`config.mk`:
```
export PLATFORM = sky130hd
export DESIGN_NAME = p_accum_reg_c2x2_16bits
export DESIGN_NICKNAME = d
export VERILOG_FILES = /design/src/rtl/p_accum_reg_c2x2_16bits.sv
export SDC_FILE = /design/constraint.sdc
export NUM_CORES = 1
export LEC_CHECK = 0
export BUFFER_PORTS_ARGS = -buffer_cell sky130_fd_sc_hd__buf_2
export CAP_MARGIN = 20
export CORE_MARGIN = 1.5
export CORE_UTILIZATION = 55
export DETAILED_ROUTE_END_ITERATION = 7
export PLACE_DENSITY_LB_ADDON = 0.15
export SLEW_MARGIN = 10
export SYNTH_ARGS = -nofsm -noshare
export SYNTH_HDL_FRONTEND = slang
export SYNTH_SLANG_ARGS = --single-unit
```
`constraint.sdc`:
```
create_clock -name clk -period 4.09 [get_ports clk]
set_clock_uncertainty 0.05 [all_clocks]
set_input_delay 0.409 -clock clk [delete_from_list [all_inputs] [get_ports clk]]
set_output_delay 0.409 -clock clk [all_outputs]
set_load 0.02 [all_outputs]
```
`src/rtl/p_accum_reg_c2x2_16bits.sv`:
```
// p_accum_reg_c2x2_16bits
// Windowed P-register accumulator behind a 32-bit ALU. A start pulse opens a
// window of acc_len samples. Each valid ALU sum S becomes the new running
// value W_fb, which is fed back to the ALU. The last sample of the window is
// published on P with a one-cycle P_valid strobe, together with the
// per-lane sticky carry flags on OVF.
// Operand modes: 16x16 (a single 32-bit lane) or SIMD (two 16-bit lanes).
// Optional build macro PREG_SATURATE_EN: unsigned per-lane saturation. Once a
// lane's carry has been seen, that lane is forced to all-ones for the rest of
// the window.
// Handshake: in_valid qualifies S and result_SIMD_carry_out only in ACCUM.
// There is no back-pressure. P_valid pulses for exactly one cycle, and P/OVF
// hold their values until the next result or a reset.
module p_accum_reg_c2x2_16bits #(
    parameter int ACC_LEN_W = 8
) (
    input  logic                 clk,
    input  logic                 reset,
    input  logic                 start,
    input  logic [ACC_LEN_W-1:0] acc_len,
    input  logic                 USE_SIMD,
    input  logic                 in_valid,
    input  logic [31:0]          S,
    input  logic [1:0]           result_SIMD_carry_out,
    output logic [31:0]          W_fb,
    output logic                 busy,
    output logic [31:0]          P,
    output logic                 P_valid,
    output logic [1:0]           OVF,
    output logic [1:0]           o_state_dbg
);

    typedef enum logic [1:0] {
        ST_IDLE  = 2'd0,
        ST_ACCUM = 2'd1,
        ST_DONE  = 2'd2
    } state_t;

    state_t                 r_state;
    logic [31:0]            r_w_fb;
    logic [31:0]            r_p;
    logic                   r_p_valid;
    logic [1:0]             r_ovf;
    logic [1:0]             r_sticky;
    logic [ACC_LEN_W-1:0]   r_count;
    logic [ACC_LEN_W-1:0]   r_len;
    logic                   r_simd;

    logic [1:0]             w_carry_mask;
    logic [1:0]             w_sticky_next;
    logic [ACC_LEN_W:0]     w_count_inc;
    logic                   w_last;
    logic [ACC_LEN_W-1:0]   w_count_next;
    logic [ACC_LEN_W-1:0]   w_len_start;
    logic [31:0]            w_acc_next;

    // In 16x16 mode the lane-0 carry is internal to the 32-bit add, so only bit 1 counts.
    always_comb begin
        w_carry_mask  = r_simd ? 2'b11 : 2'b10;
        w_sticky_next = r_sticky | (result_SIMD_carry_out & w_carry_mask);
        // The match is done one bit wider so that count+1 cannot alias a small length.
        w_count_inc   = {1'b0, r_count} + {{ACC_LEN_W{1'b0}}, 1'b1};
        w_last        = (w_count_inc == {1'b0, r_len});
        w_count_next  = (&r_count) ? r_count : w_count_inc[ACC_LEN_W-1:0];
        w_len_start   = (acc_len == '0) ? {{(ACC_LEN_W-1){1'b0}}, 1'b1} : acc_len;
    end

    // Next accumulator value. The sticky flag already covers the capture cycle,
    // so a saturated lane stays pinned for the rest of the window.
    always_comb begin
        w_acc_next = S;
`ifdef PREG_SATURATE_EN
        if (r_simd) begin
            w_acc_next[15:0]  = w_sticky_next[0] ? 16'hFFFF : S[15:0];
            w_acc_next[31:16] = w_sticky_next[1] ? 16'hFFFF : S[31:16];
        end else begin
            w_acc_next = w_sticky_next[1] ? 32'hFFFF_FFFF : S;
        end
`endif
    end

    // Window control FSM and all of its registered outputs.
    always_ff @(posedge clk) begin
        if (reset) begin
            r_state   <= ST_IDLE;
            r_w_fb    <= '0;
            r_p       <= '0;
            r_p_valid <= 1'b0;
            r_ovf     <= '0;
            r_sticky  <= '0;
            r_count   <= '0;
            r_len     <= '0;
            r_simd    <= 1'b0;
        end else begin
            case (r_state)
                ST_IDLE: begin
                    if (start) begin
                        r_state  <= ST_ACCUM;
                        r_w_fb   <= '0;
                        r_count  <= '0;
                        r_sticky <= '0;
                        r_len    <= w_len_start;
                        r_simd   <= USE_SIMD;
                    end
                end
                ST_ACCUM: begin
                    if (in_valid) begin
                        r_w_fb   <= w_acc_next;
                        r_count  <= w_count_next;
                        r_sticky <= w_sticky_next;
                        if (w_last) begin
                            r_p       <= w_acc_next;
                            r_ovf     <= w_sticky_next;
                            r_p_valid <= 1'b1;
                            r_state   <= ST_DONE;
                        end
                    end
                end
                ST_DONE: begin
                    r_p_valid <= 1'b0;
                    r_w_fb    <= '0;
                    r_state   <= ST_IDLE;
                end
                default: begin
                    r_state <= ST_IDLE;
                end
            endcase
        end
    end

    assign W_fb        = r_w_fb;
    assign P           = r_p;
    assign P_valid     = r_p_valid;
    assign OVF         = r_ovf;
    assign busy        = (r_state != ST_IDLE);
    assign o_state_dbg = r_state;

endmodule

```
==> run summary <==
Antenna Cells -> 0
Met2 usage in global routing -> 0.354
Clock power frac -> 0.390
Setup TNS -> 0 ns
H-tree depth -> 3
Primary FF master, synth -> dfxtp_1
Sequential share of power -> 0.499
Clk slew on worst S/H paths -> 0.08 ns
GR Util All Layers -> 0.219
P_int -> 1370 uW
EDFF count, synth -> 0
# DRC -> 0
Filler cells -> 575
Commonest non-fill, non-tap cells in the layout -> buf_2 (116), dfxtp_1 (88), nor2_1 (45), nand2b_1 (38), mux2i_1 (34)
MaxCap Viol Count -> 0
Via count -> 3,224
Core ar. -> 0.00679 sq mm
Final min period -> 2.96 ns
HPWL after DPL -> 5790 um
Hold Path Class -> in2reg
Initial DRT Pass Iterations -> 4
Post-CTS setup buffers -> 0
Hold_sp -> USE_SIMD
I/O pins -> 117
Post-Syn Nets -> 459
Status -> finished clean
Initial antenna violation count -> 0
Worst vdd ir -> 0.000261 V
CTS buffer count -> 9
Pwr Density -> 389 mW/mm^2
Worst setup path startpoint -> r_count[0]$_SDFFE_PP0P_
Placed cells -> 596
Die H -> 86.9 um
Max Clock Freq -> 0.338 GHz
P_leak -> 0.00200 uW
Critical Path AT -> 3.14 ns
Share of layout cells above drive strength 1 -> 0.283
Area contributors post-synth -> dfxtp_1 (46%), mux2i_1 (8.8%), a22oi_1 (6.2%), nand2b_1 (6.1%), or2b_1 (5.6%)
Syn-to-layout area delta -> 19.2%
Total power draw -> 1800 uW
Worst Setup End Kind -> flip-flop
Worst-path fanout max -> 34
RSZ-0062 raised after global routing -> no
Synth warn -> 0
Switch share -> 0.237
Port bufs -> 116
Synthesized netlist cell count -> 411
Routing usage on met3 -> 0.0559
Synthesized area per cell -> 9.42 sq um
Critical path class -> reg2reg
GR Util met1 -> 0.294
Final Util -> 0.679
Worst Max-Slew Pin Slew -> 0.791 ns
Busiest layer in global routing -> met2
Fin nets -> 559
CTS Sinks -> 88
Setup ws final -> 1.13 ns
Sequential fraction of the synthesis area -> 0.455
Drt total wl -> 8350 um
Post-synth top area share -> 0.455
Mapped cell area -> 0.00387 sq mm
Vias in the first global route -> 2,793
Remaining Overflow, GRT -> 0
Num rows -> 30
Finished Layout Cells -> 612
Remaining antenna violation count -> 0
DR iter-0 viols -> 159
Global-route wire length before repair -> 13,000 um
Hold Buf Count CTS -> 0
Area leader, netlist -> dfxtp_1
Place WS -> 1.15 ns
Final Hold Viols -> 0
Setup violators final -> 0
Starting Density -> 0.570
Critical Path RT -> 4.27 ns
TritonCTS clock tree -> yes
Crit start category -> flip-flop
DIE AREA -> 0.00755 sq mm
Vias per std cell -> 5.27
FF-to-FF Start -> r_count[0]$_SDFFE_PP0P_
Routed wire length per instance -> 13.6 um
Switching power total -> 427 uW
Distinct cell type count after synthesis -> 46
Asr flop ratio synth -> 0
Largest net degree at the start of global routing -> 56
Slew headroom -> 0.473
GP Congestion -> 0.870
Flops & latches, synth -> 88
Clock Path Buffers -> 2
Post-CTS Resized -> 0
Comb pwr share -> 0.111
Most common cell after layout, fill and taps aside -> buf_2
Final slew viol count -> 0
Clock Latency Late Sink -> 0.34 ns
Die W -> 86.9 um
Final worst path period share -> 0.723
CTS root buf -> clkbuf_8
[flip-flops by register name, summed over array words and instances (netlist names)]
name	cells
r_len	8
r_sticky	2
o_state_dbg	2
r_count	8
r_simd	1
W_fb	32
P	32
OVF	2
P_valid	1
[metal layers]
metal / vias up / part of all wire
met5: - / 0
met4: 0 / 0.010
met3: 8 / 0.060
met2: 117 / 0.48
met1: 1484 / 0.45
li1: 1615 / -
[area by class of cell]
class / instances / area (sq um) / area share
repair buffers: 120 / 611 / 0.132
flip-flops and latches: 88 / 1760 / 0.382
clock inverters: 5 / 104 / 0.0225
clock buffers: 11 / 131 / 0.0285
multi-input cells: 289 / 1870 / 0.406
well taps: 96 / 120 / 0.0260
inverters: 3 / 11.3 / 0.00244
[power groups by stage]
stage	logic [uW]	registers, uW	clock network [uW]
3_5_place_dp	199	916	0
6_report	199	896	701
3_3_place_gp	195	915	0
5_1_grt	220	900	756
4_1_cts	200	896	718
2_1_floorplan	118	933	0
[path summary, 6_finish.rpt]
check                           depth (start not counted)  slack (ns)                   to
worst max-delay path                                    6        1.13  OVF[0]$_SDFFE_PP0P_
worst min-delay path                                    3        0.26  r_simd$_SDFFE_PP0P_
worst max register to register                          6        1.13  OVF[0]$_SDFFE_PP0P_
worst min register to register                          2        0.42    P[3]$_SDFFE_PP0P_
[critical path: stages, from the launching register on]
cell and delay, ns:
dfxtp_1 0.45, ha_1 0.33, nand3_1 0.17, or3_1 0.39, a221oi_2 0.35, and4_4 0.70
mux2_2 0.40
[through the flow]
stage	hold slack, ns	cell area (sq um)
after floorplan	0.396	3870
after global placement	0.405	4380
after detailed placement	0.412	4380
after CTS	0.247	4610
after global routing	0.267	4610
final	0.261	4610
[kinds of logic (layout without fill, tap and decap cells)]
logic type,after synthesis,count (layout),synth area share
simple gates,166,166,0.238
flops,88,88,0.455
compound gates,78,78,0.132
xor+xnor,9,9,0.0204
fa+ha+maj,1,1,0.00323
buf+inv,34,139,0.0611
mux,35,35,0.0909
[cells in the mapped netlist, types with 2 or more instances]
cell	number
a31oi_1	3
o21bai_1	4
nor3_1	4
or4_1	2
mux2i_1	34
xnor2_1	4
nand2_1	22
buf_6	4
or3_1	2
a21oi_1	22
nand3_1	4
nor2b_1	2
nor4_1	2
buf_4	2
o21ai_0	11
inv_1	3
or3_2	2
and2_1	2
clkbuf_1	19
nand4_1	2
dfxtp_1	88
nor2_1	46
xor2_1	5
buf_12	4
a22oi_1	32
nand2b_1	38
or2b_1	29
Note: power is estimated with default switching activity, not from simulation.
